`config.mk`:
```
export PLATFORM = sky130hd
export DESIGN_NAME = cc_pc_update
export DESIGN_NICKNAME = d
export VERILOG_FILES = /design/src/rtl/y86_pkg.sv /design/src/rtl/cond_eval.sv /design/src/rtl/cc_pc_update.sv
export SDC_FILE = /design/constraint.sdc
export NUM_CORES = 1
export LEC_CHECK = 0
export CAP_MARGIN = 40
export CORE_MARGIN = 10
export CORE_UTILIZATION = 40
export DETAILED_ROUTE_END_ITERATION = 10
export GPL_ROUTABILITY_DRIVEN = 0
export PLACE_DENSITY = 0.84
export SETUP_SLACK_MARGIN = 0.3
export SLEW_MARGIN = 20
export SYNTH_ARGS = -nofsm -noshare
export SYNTH_HDL_FRONTEND = slang
export SYNTH_HIERARCHICAL = 1
export SYNTH_SLANG_ARGS = --single-unit
```
`constraint.sdc`:
```
create_clock -name clk -period 9.2 [get_ports clk]
set_input_delay 0.92 -clock clk [delete_from_list [all_inputs] [get_ports clk]]
set_output_delay 0.92 -clock clk [all_outputs]
set_load 0.02 [all_outputs]
```
`src/rtl/y86_pkg.sv`:
```
`default_nettype none
// ============================================================================
// Package     : y86_pkg
// Description : Shared encodings for the SEQ datapath: instruction codes,
//               condition-function codes, status codes and the status FSM.
// Revision    : 1.0 - initial release
// ============================================================================
package y86_pkg;

    // Instruction codes
    localparam logic [3:0] I_HALT  = 4'h0;
    localparam logic [3:0] I_NOP   = 4'h1;
    localparam logic [3:0] I_CMOV  = 4'h2;
    localparam logic [3:0] I_IRMOV = 4'h3;
    localparam logic [3:0] I_RMMOV = 4'h4;
    localparam logic [3:0] I_MRMOV = 4'h5;
    localparam logic [3:0] I_OPQ   = 4'h6;
    localparam logic [3:0] I_JXX   = 4'h7;
    localparam logic [3:0] I_CALL  = 4'h8;
    localparam logic [3:0] I_RET   = 4'h9;
    localparam logic [3:0] I_PUSH  = 4'hA;
    localparam logic [3:0] I_POP   = 4'hB;

    // Condition-function codes shared by jXX and cmovXX
    localparam logic [3:0] C_YES = 4'h0;
    localparam logic [3:0] C_LE  = 4'h1;
    localparam logic [3:0] C_L   = 4'h2;
    localparam logic [3:0] C_E   = 4'h3;
    localparam logic [3:0] C_NE  = 4'h4;
    localparam logic [3:0] C_GE  = 4'h5;
    localparam logic [3:0] C_G   = 4'h6;

    // Processor status encodings
    localparam logic [2:0] STAT_AOK = 3'd1;
    localparam logic [2:0] STAT_HLT = 3'd2;
    localparam logic [2:0] STAT_ADR = 3'd3;
    localparam logic [2:0] STAT_INS = 3'd4;

    // Status FSM: RUN until the first fault or halt, then HALT until reset
    typedef enum logic [0:0] {
        ST_RUN  = 1'b0,
        ST_HALT = 1'b1
    } state_t;

endpackage : y86_pkg
`default_nettype wire

```
`src/rtl/cond_eval.sv`:
```
`default_nettype none
// ============================================================================
// Module      : cond_eval
// Description : Combinational jXX/cmovXX condition evaluation from the
//               condition codes. Unknown function codes evaluate false.
// Revision    : 1.0 - initial release
// ============================================================================
module cond_eval
    import y86_pkg::*;
(
    input  logic [3:0] ifun,
    input  logic       zf,
    input  logic       sf,
    input  logic       of,
    output logic       cnd
);

    logic w_lt;

    assign w_lt = sf ^ of;

    // Decode the condition function against the supplied flags
    always_comb begin
        cnd = 1'b0;
        case (ifun)
            C_YES:   cnd = 1'b1;
            C_LE:    cnd = w_lt | zf;
            C_L:     cnd = w_lt;
            C_E:     cnd = zf;
            C_NE:    cnd = ~zf;
            C_GE:    cnd = ~w_lt;
            C_G:     cnd = ~w_lt & ~zf;
            default: cnd = 1'b0;
        endcase
    end

endmodule : cond_eval
`default_nettype wire

```
`src/rtl/cc_pc_update.sv`:
```
`default_nettype none
// ============================================================================
// Module      : cc_pc_update
// Description : SEQ execute back end. Latches OPq condition codes, resolves
//               jXX/cmovXX conditions, selects and registers the next PC,
//               tracks retired instructions and owns the status FSM.
// Revision    : 1.0 - initial release
// ============================================================================
module cc_pc_update
    import y86_pkg::*;
#(
    parameter int              XLEN     = 64,
    parameter logic [XLEN-1:0] RESET_PC = '0
) (
    input  logic            clk,
    input  logic            rst,
    input  logic [3:0]      icode,
    input  logic [3:0]      ifun,
    input  logic [XLEN-1:0] valc,
    input  logic [XLEN-1:0] valm,
    input  logic [XLEN-1:0] valp,
    input  logic            zf_in,
    input  logic            sf_in,
    input  logic            of_in,
    input  logic            instr_valid,
    input  logic            imem_error,
    input  logic            dmem_error,
    output logic [XLEN-1:0] pc,
    output logic            cnd,
    output logic            zf,
    output logic            sf,
    output logic            of,
    output logic [2:0]      stat,
    output logic [XLEN-1:0] retired
);

    localparam logic [XLEN-1:0] c_one = {{(XLEN-1){1'b0}}, 1'b1};

    state_t          r_state;
    state_t          w_state_next;
    logic [XLEN-1:0] r_pc;
    logic            r_zf;
    logic            r_sf;
    logic            r_of;
    logic [2:0]      r_stat;
    logic [XLEN-1:0] r_retired;

    logic [2:0]      w_stat_next;
    logic            w_commit;
    logic            w_retire;
    logic            w_cond;
    logic            w_cnd;
    logic [XLEN-1:0] w_next_pc;

    // Conditions always come from the latched flags, never the execute inputs
    cond_eval u_cond_eval (
        .ifun (ifun),
        .zf   (r_zf),
        .sf   (r_sf),
        .of   (r_of),
        .cnd  (w_cond)
    );

    // Only jXX and cmovXX expose a condition result
    always_comb begin
        w_cnd = 1'b0;
        if ((icode == I_JXX) || (icode == I_CMOV)) begin
            w_cnd = w_cond;
        end
    end

    // Next-PC selection: call and taken jump go to valC, ret to valM
    always_comb begin
        w_next_pc = valp;
        if (icode == I_CALL) begin
            w_next_pc = valc;
        end else if ((icode == I_JXX) && w_cond) begin
            w_next_pc = valc;
        end else if (icode == I_RET) begin
            w_next_pc = valm;
        end
    end

    // Status FSM state register
    always_ff @(posedge clk or posedge rst) begin
        if (rst) begin
            r_state <= ST_RUN;
        end else begin
            r_state <= w_state_next;
        end
    end

    // Status FSM next state; fetch address faults outrank illegal
    // instructions, which outrank data faults, which outrank halt
    always_comb begin
        w_state_next = r_state;
        w_stat_next  = r_stat;
        w_commit     = 1'b0;
        w_retire     = 1'b0;
        case (r_state)
            ST_RUN: begin
                if (imem_error) begin
                    w_stat_next  = STAT_ADR;
                    w_state_next = ST_HALT;
                end else if (!instr_valid) begin
                    w_stat_next  = STAT_INS;
                    w_state_next = ST_HALT;
                end else if (dmem_error) begin
                    w_stat_next  = STAT_ADR;
                    w_state_next = ST_HALT;
                end else if (icode == I_HALT) begin
                    w_stat_next  = STAT_HLT;
                    w_state_next = ST_HALT;
                    w_retire     = 1'b1;
                end else begin
                    w_commit = 1'b1;
                    w_retire = 1'b1;
                end
            end
            ST_HALT: begin
                w_state_next = ST_HALT;
            end
            default: begin
                w_state_next = ST_HALT;
            end
        endcase
    end

    // Architectural state: PC, condition codes, status and retire count
    always_ff @(posedge clk or posedge rst) begin
        if (rst) begin
            r_pc      <= RESET_PC;
            r_zf      <= 1'b1;
            r_sf      <= 1'b0;
            r_of      <= 1'b0;
            r_stat    <= STAT_AOK;
            r_retired <= '0;
        end else begin
            r_stat <= w_stat_next;
            if (w_commit) begin
                r_pc <= w_next_pc;
                if (icode == I_OPQ) begin
                    r_zf <= zf_in;
                    r_sf <= sf_in;
                    r_of <= of_in;
                end
            end
            if (w_retire) begin
                r_retired <= r_retired + c_one;
            end
        end
    end

    assign pc      = r_pc;
    assign cnd     = w_cnd;
    assign zf      = r_zf;
    assign sf      = r_sf;
    assign of      = r_of;
    assign stat    = r_stat;
    assign retired = r_retired;

endmodule : cc_pc_update
`default_nettype wire

```
==> key figures, run 1 <==
STA
  – Clock skew: 11.8 ps
  – Worst slew pin tran: 795 ps
  – Final min period: approximately 3800 ps
  – Final Hold Viols: 0
  – Tcrit/Tclk final: 0.411
  – Setup Viol. Count Final: 0
  – Pins Over Slew Limit: 0
  – Post-Route Setup TNS: 0 ps
  – Max Freq: around 260 MHz
  – RSZ-0062 raised after global routing: no
  – Rel. slew slack: 0.470

Setup path
  – Crit path capture type: primary output
  – CP cell instances: clkdlybuf4s50_1 > nor4b_1 > o21ai_1 > nand3_1 > and4b_1 > clkdlybuf4s50_1
  – Element type at the critical path start: input port
  – Crit path required time: 8280 ps
  – CP Max Fanout: 6
  – Crit path DAT: roughly 2900 ps
  – R2R Path Start: zf
  – Critical path's most frequent cell: clkdlybuf4s50_1
  – CP peak stage delay: roughly 610 ps
  – CP startpoint: ifun[0]
  – Crit path kind: input port to primary output
  – Crit path max-delay family: buffers and inverters
  – Crit path buffers/inverters: 2
  – Crit path max-delay cell type: clkdlybuf4s50_1

Synth
  – Unique masters post-synth: between 40 and 50
  – Post-synth EDFFs: 0
  – Fraction of registers with async set/reset: 1.00
  – Top cell type's share of synthesized area: 0.476
  – Largest area contributor in the synthesized netlist: dfrtp_1
  – Net count of the mapped netlist: ~900
  – Total number of yosys warnings: 6
  – Cell Area, Synth: between 0.006 and 0.007 mm2
  – Most used DFF post-synth: dfrtp_1
  – Synthesized area per cell: 10.5 um2
  – Register bit total from synthesis: between 100 and 150
  – Synth top cells by count: 133 x dfrtp_1, 86 x nor2_1, 64 x a211oi_1, 64 x a21o_1, 64 x mux2i_1
  – Mapped Cells: 665
  – Synth area leaders: dfrtp_1 48%, mux2i_1 9.2%, a211oi_1 6.9%, a21o_1 6.9%, xnor2_1 4.6%
  – Most frequent cell after synthesis: dfrtp_1
  – Post-synthesis sequential area ratio: 0.483

Power and ir drop
  – Seq pwr share: 0.428
  – Pwr dens: 128 mW/mm2
  – Sw Pwr: roughly 350 uW
  – Int Power: about 1.1 mW
  – Clk pwr share: 0.437
  – Switching share of power: 0.244
  – Comb pwr share: 0.136
  – P_leak: between 5 and 6 nW
  – VDD IR max: about 0.12 mV

Clocking
  – Clk sinks: 135
  – Post CTS Setup Buffer Count: 0
  – CTS tree: yes
  – CTS max path bufs: 2
  – CTS Root Cell: clkbuf_16
  – Cts repair resizes: 0
  – TritonCTS buffer count: 17
  – CTS Hold Bufs: 0
  – Clk slew on worst S/H paths: about 60 ps
  – Clk Latency, worst-skew pair: 420 ps
  – Htree depth: 4

Detailed routing
  – DR vias/cell: between 5 and 6
  – Detailed Route Iter0 Violations: approximately 260
  – Average routed wire per standard cell: ~20 um
  – DRT antenna net count: 0
  – Vias: between 6000 and 7000
  – DR pass1 iterations: 4
  – WL final: 25000 um
  – DRC violations left: 0

Placement
  – IO buf count: 342
  – DP HPWL: around 20000 um

Die
  – Core Box Area: around 0.017 mm2
  – Row count: 48
  – I/O Pins: around 340
  – Die ar.: around 0.023 mm2
  – Initial Utilization: 0.406
  – Die Span X: 152 um
  – Die Y: 152 um

GRT
  – Initial antenna violation count: 1
  – Global-route wire length before repair: 38600 um
  – Largest net degree at the start of global routing: 79
  – Vias in the first global route: 6810
  – GRT Total Usage: 0.208
  – Grt ovf: 0

Outcome
  – Run status: complete, no violations

Worst hold path
  – Hold Crit Start: retired[63]
  – Min-delay worst type: register to register

Layout
  – Final core utilization: 0.650
  – Area growth from synthesis to layout: 60.1%
  – Nets: about 1200
  – Share of layout cells above drive strength 1: 0.0626

Flow run
  – # Max-Cap Violations: 0
==> cell type report <==
type | instances | area, um2
inverters | 10 | 42.5
fillers | 1371 | 6040
flip-flops and latches | 135 | 3380
clock buffers | 20 | 457
repair buffers | 350 | 3500
well taps | 225 | 282
multi-input cells | 480 | 3430
clock inverters | 12 | 96.3
diodes | 2 | 5.00
==> worst paths after layout <==
check                              endpoint  slack [ps]  depth (start not counted)
max in group asynchronous            pc[17]        7190                          4
min in group asynchronous       retired[28]         980                          2
worst min-delay path            retired[63]         470                          1
worst max register to register       pc[10]        6670                          8
worst max-delay path                    cnd        5420                          6
worst min register to register  retired[63]         470                          1
==> kinds of logic (layout without fill, tap and decap cells) <==
group	count (synthesis)	count (layout)	synth area share
adder cells (fa/ha/maj)	1	1	0.00179
XOR/XNOR	65	65	0.0814
flip-flops	135	135	0.483
multiplexers	67	67	0.0964
AND/OR/NAND/NOR	209	209	0.159
AO/OA/AOI/OAI	138	138	0.147
buffers and inverters	50	392	0.0306
other	0	2	0
==> sequential cells by signal, indices dropped and copies added, names as in the netlist <==
signal   cells
pc          64
r_state      1
zf           1
of           1
stat         3
sf           1
retired     64
==> cells in the final DEF, fill, tap and decap left out, types with 7 or more instances in the layout <==
master / netlist / layout
a211oi_1: 64 / 64
clkdlybuf4s50_1: 0 / 342
xor2_1: 28 / 28
nor4_1: 7 / 7
a21o_1: 64 / 64
nor2_1: 86 / 86
nand4_1: 17 / 17
nor3_1: 13 / 12
buf_4: 0 / 7
clkbuf_16: 0 / 17
xnor2_1: 37 / 37
nand2_1: 27 / 26
nand3_1: 25 / 25
inv_1: 10 / 9
mux2i_1: 64 / 64
dfrtp_1: 133 / 133
==> per-stage QoR <==
step | cells | power [mW] | area (um2) | setup slack, ps | hold WS (ps)
floorplan | 665 | 0.684 | 6990 | 4670 | 497
global placement | 1199 | 0.817 | 10600 | 5510 | 458
detailed placement | 1200 | 0.821 | 10600 | 5440 | 461
CTS | 1232 | 1.45 | 11200 | 5440 | 470
global route | 1233 | 1.49 | 11200 | 5330 | 486
finish | 1234 | 1.44 | 11200 | 5420 | 470
==> power groups by stage <==
stage                     Sequential (mW)  Combinational [mW]  Clock [mW]
after floorplan                     0.639              0.0455           0
after global placement              0.624               0.193           0
after detailed placement            0.625               0.196           0
after CTS                           0.614               0.197       0.641
after global routing                0.615               0.209       0.667
final                               0.614               0.195       0.627
==> metal layers <==
| metal | vias to the layer above | global-route usage | wire length, um |
|---|---|---|---|
| met1 | 3094 | 0.222 | 9520 |
| met3 | 22 | 0.0889 | 2350 |
| li1 | 3057 | - | - |
| met4 | 0 | 0.0633 | 410 |
| met2 | 237 | 0.365 | 12700 |
| met5 | - | 0 | 0 |
Note: power is estimated with default switching activity, not from simulation.
==> inputs of run 2 (changes only) <==
- clock period: 9.2 -> 3.76 ns (I/O delays scaled with it)
==> run 2 against run 1 <==
  * Sequential share of layout area down 0.17 points
  * Sequential cell count unchanged
  * Die area unchanged
  * First-iteration DRC count increased by 12%
  * Clock skew is 1.8 ps lower
  * Hold slack better by 2.5 ps
  * Cell count about the same
  * Via count grew 1.2%
  * Critical path type unchanged
  * Largest cell class unchanged
==> key figures, run 2 (same netlist as run 1, synthesis figures left out) <==
Outcome
  – Run status: complete, no violations

Die
  – Die Span X: between 150 and 200 um
  – Row count: 48
  – Core Box Area: ~0.017 mm2
  – I/O Pins: around 340
  – Die ar.: approximately 0.023 mm2
  – Initial Utilization: 0.406
  – Die Y: 152 um

Clocking
  – CTS tree: yes
  – Clk sinks: 135
  – Htree depth: 4
  – CTS Hold Bufs: 0
  – CTS max path bufs: 2
  – Post CTS Setup Buffer Count: 0
  – TritonCTS buffer count: 17
  – Clk slew on worst S/H paths: about 60 ps
  – Cts repair resizes: 0
  – Clk Latency, worst-skew pair: roughly 420 ps
  – CTS Root Cell: clkbuf_16

Power and ir drop
  – Clk pwr share: 0.454
  – Comb pwr share: 0.132
  – VDD IR max: roughly 0.29 mV
  – P_leak: a little over 5 nW
  – Seq pwr share: 0.414
  – Total power: approximately 3.6 mW
  – Sw Pwr: 867 uW
  – Switching share of power: 0.239
  – Pwr dens: 322 mW/mm2
  – Int Power: 2.76 mW

Placement
  – Pre-CTS WS: about 890 ps
  – DP HPWL: around 20000 um
  – Cells after DPL: 1200
  – IO buf count: between 300 and 400

Setup path
  – CP startpoint: ifun[0]
  – Crit path required time: roughly 3400 ps
  – Crit path DAT: ~2300 ps
  – Crit path capture type: primary output
  – CP Max Fanout: 6
  – Element type at the critical path start: input port
  – Crit path kind: input port to primary output
  – R2R Path Start: retired[20]

Detailed routing
  – Average routed wire per standard cell: between 20 and 25 um
  – DR vias/cell: about 5.3
  – Detailed Route Iter0 Violations: roughly 300
  – DR pass1 iterations: 6
  – DRC violations left: 0
  – Vias: around 6500
  – DRT antenna net count: 0
  – WL final: between 20000 and 30000 um

Layout
  – Most frequent cells in the layout: 342 x clkdlybuf4s50_1, 133 x dfrtp_1, 86 x nor2_1
  – Cell Count, Final, Fillers Out: 1233
  – Most common cell after layout, fill and taps aside: clkdlybuf4s50_1
  – Fill count: approximately 1300
  – Nets: ~1200
  – Share of layout cells above drive strength 1: 0.0626
  – Area growth from synthesis to layout: 61.0%

STA
  – Setup Viol. Count Final: 0
  – Hold Slack: ~470 ps
  – Final min period: approximately 2700 ps
  – Tcrit/Tclk final: 0.714
  – Pins Over Slew Limit: 0
  – Max Freq: around 370 MHz
  – Rel. slew slack: 0.507
  – Post-Route Setup TNS: 0 ps
  – Clock skew: 10.1 ps
  – Final WS setup: between 1000 and 1500 ps
  – RSZ-0062 raised after global routing: no
  – Worst slew pin tran: around 740 ps
  – Final Hold Viols: 0

GRT
  – Global-route wire length before repair: 39300 um
  – Met2 usage: 0.359
  – Vias in the first global route: about 6800
  – GRT Max-Usage Layer: met2
  – GR Layer Usage met3: 0.0962
  – Grt met1 use: 0.233
  – Grt ovf: 0
  – GRT Total Usage: 0.211
  – Initial antenna violation count: 3
  – Largest net degree at the start of global routing: between 100 and 150

Worst hold path
  – Min-delay worst type: register to register
  – Hold Crit Start: pc[43]

Flow run
  – # Max-Cap Violations: 0
## run 2: worst max-delay path: stages
cell,delay [ps]
clkdlybuf4s50_1,490
nor4b_1,320
o21ai_1,110
nand3_1,160
and4b_1,220
clkdlybuf4s50_1,630
## run 2: cell type report
cell class              count  area [um2]  area share
diodes                      1        2.50    0.000222
clock buffers              18         429      0.0381
clock inverters            14         150      0.0133
inverters                  10        41.3     0.00367
multi-input cells         480        3430       0.305
flip-flops and latches    135        3380       0.300
well taps                 225         282      0.0250
repair buffers            350        3550       0.315
## run 2: through the flow
step                utilization  cell area (um2)
finish                    0.653            11300
global route              0.653            11300
CTS                       0.653            11300
detailed placement        0.620            10700
global placement          0.620            10700
floorplan                     -             7000
## run 2: worst paths after layout
check,end,slack (ps),cells after the start
min in group asynchronous,retired[28],550,3
max in group asynchronous,pc[32],2640,3
min reg2reg,pc[43],470,1
max,cnd,1080,6
min,pc[43],470,1
max reg2reg,retired[48],1380,5
## run 2: per-layer routing
layer / share of wire / up-vias
li1: - / 3063
met3: 0.097 / 29
met5: 0.00087 / -
met2: 0.50 / 244
met1: 0.38 / 3150
met4: 0.019 / 4
## run 2: power groups by stage
| stage | clock [mW] | combinational [mW] | sequential, mW |
|---|---|---|---|
| 6_report | 1.64 | 0.477 | 1.50 |
| 5_1_grt | 1.74 | 0.510 | 1.50 |
| 4_1_cts | 1.68 | 0.483 | 1.50 |
| 3_5_place_dp | 0 | 0.479 | 1.53 |
| 3_3_place_gp | 0 | 0.475 | 1.53 |
| 2_1_floorplan | 0 | 0.112 | 1.56 |
==> inputs of run 3 (changes only) <==
- clock period: 3.76 -> 2.7 ns (I/O delays scaled with it)
==> run 3 against run 2 <==
  * Core utilization is 1.8 points higher
  * Critical path depth is 1 lower
  * Die area stayed put
  * Critical path type is now register to register
  * Critical endpoint is now retired[58]
  * Largest cell class unchanged
==> key figures, run 3 (same netlist as run 1, synthesis figures left out) <==
Placement
  – IO buf count: 342
  – Pre-CTS WS: ~97 ps
  – DP HPWL: around 20000 um

Layout
  – Nets: 1227
  – Most frequent cells in the layout: 341 x clkdlybuf4s50_1, 133 x dfrtp_1, 86 x nor2_1
  – Share of layout cells above drive strength 1: 0.0873
  – Final core utilization: 0.671
  – Area growth from synthesis to layout: 65.4%
  – Fill count: 1304
  – Most common cell after layout, fill and taps aside: clkdlybuf4s50_1

STA
  – Setup Viol. Count Final: 0
  – Max Freq: about 440 MHz
  – Final min period: 2270 ps
  – RSZ-0062 raised after global routing: no
  – Final Hold Viols: 0
  – Worst slew pin tran: approximately 720 ps
  – Tcrit/Tclk final: 0.842
  – Clock skew: around 8.9 ps
  – Rel. slew slack: 0.518
  – Post-Route Setup TNS: 0 ps
  – Pins Over Slew Limit: 0
  – Final WS setup: 426 ps
  – Hold Slack: approximately 450 ps

Clocking
  – Clk sinks: ~140
  – CTS max path bufs: 2
  – Post CTS Setup Buffer Count: 0
  – CTS tree: yes
  – Clk Latency, worst-skew pair: roughly 420 ps
  – CTS Hold Bufs: 0
  – Htree depth: 4
  – CTS Root Cell: clkbuf_16
  – Clk slew on worst S/H paths: about 60 ps
  – TritonCTS buffer count: 17

Flow run
  – # Max-Cap Violations: 0

GRT
  – Global-route wire length before repair: slightly below 40000 um
  – Grt ovf: 0
  – Vias in the first global route: just under 7000
  – GRT Total Usage: 0.213
  – Largest net degree at the start of global routing: ~140
  – Initial antenna violation count: 4

Die
  – Initial Utilization: 0.406
  – Die Span X: 152 um
  – Die Y: 152 um
  – I/O Pins: ~340
  – Row count: between 40 and 50
  – Core Box Area: 0.0172 mm2
  – Die ar.: about 0.023 mm2

Power and ir drop
  – Sw Pwr: approximately 1.3 mW
  – Seq pwr share: 0.393
  – Pwr dens: around 460 mW/mm2
  – Int Power: roughly 4.1 mW
  – Clk pwr share: 0.479
  – VDD IR max: ~0.41 mV
  – P_leak: about 5.4 nW
  – Comb pwr share: 0.129
  – Switching share of power: 0.237

Setup path
  – Crit path capture type: register
  – Crit path kind: register to register
  – Crit path required time: 3030 ps
  – CP Max Fanout: 9
  – Crit path DAT: about 2600 ps
  – Element type at the critical path start: register

Worst hold path
  – Min-delay worst type: input port to asynchronous set/reset pin

Detailed routing
  – DR vias/cell: ~5.2
  – Average routed wire per standard cell: 20.4 um
  – DRT antenna net count: 0
  – DRC violations left: 0
  – Detailed Route Iter0 Violations: 312
  – WL final: ~26000 um
  – DR pass1 iterations: 4
  – Vias: approximately 6600

Outcome
  – Run status: complete, no violations
==> run 3: changes by cell type in the layout (fill, tap and decap cells not counted), moves of 2 or more <==
cell,before,now
buf_12,5,9
inv_8,0,2
bufinv_16,2,4
clkinv_2,4,1
buf_4,3,23
diode_2,1,4
==> run 3: through the flow <==
step                      std cells  power (mW)  cell area, um2
after global routing           1260        5.50           11600
after CTS                      1256        5.36           11600
after floorplan                 665        2.33            7000
after detailed placement       1224        2.81           10900
after global placement         1224        2.81           10900
final                          1260        5.32           11600
==> run 3: layout make-up <==
| class | instances | area [um2] | area share |
|---|---|---|---|
| Timing Repair Buffer | 374 | 3770 | 0.326 |
| Multi-Input combinational cell | 480 | 3440 | 0.297 |
| Sequential cell | 135 | 3380 | 0.292 |
| Clock buffer | 17 | 425 | 0.0368 |
| Tap cell | 225 | 282 | 0.0243 |
| Clock inverter | 15 | 218 | 0.0188 |
| Inverter | 10 | 41.3 | 0.00357 |
| Antenna cell | 4 | 10.0 | 0.000865 |
==> run 3: metal layers <==
metal / global-route usage / wire length [um] / up-vias / share of wire
met5: 0 / 0 / - / 0
met4: 0.0679 / 430 / 0 / 0.017
met3: 0.0979 / 2570 / 30 / 0.10
met2: 0.368 / 13100 / 247 / 0.51
met1: 0.225 / 9610 / 3199 / 0.37
li1: - / - / 3117 / -
==> run 3: critical path: stages, from the launching register on <==
cell     delay [ps]
dfrtp_1         480
nand4_1         200
or2_2           360
or3_2           630
nor4_2          340
xnor2_1         180
==> run 3: worst paths after layout <==
| kind | from | endpoint | slack [ps] | cells after the start |
|---|---|---|---|---|
| setup / recovery | retired[39] | retired[58] | 430 | 5 |
| hold / removal | rst | retired[28] | 450 | 3 |
| setup reg to reg | retired[39] | retired[58] | 430 | 5 |
| hold reg to reg | retired[63] | retired[63] | 460 | 1 |
| max in group asynchronous | rst | pc[46] | 1740 | 3 |
| min in group clk | retired[63] | retired[63] | 460 | 1 |
==> run 3: power by group through the flow <==
stage | clock [mW] | combinational [mW] | sequential (mW)
final | 2.55 | 0.684 | 2.09
after global routing | 2.68 | 0.731 | 2.10
after CTS | 2.58 | 0.692 | 2.09
after detailed placement | 0 | 0.687 | 2.13
after global placement | 0 | 0.680 | 2.13
after floorplan | 0 | 0.155 | 2.18
==> run 3: what timing repair did <==
action	CTS	global route
cloned	0	0
gates resized for setup	1	2
setup endpoints to repair	1	2
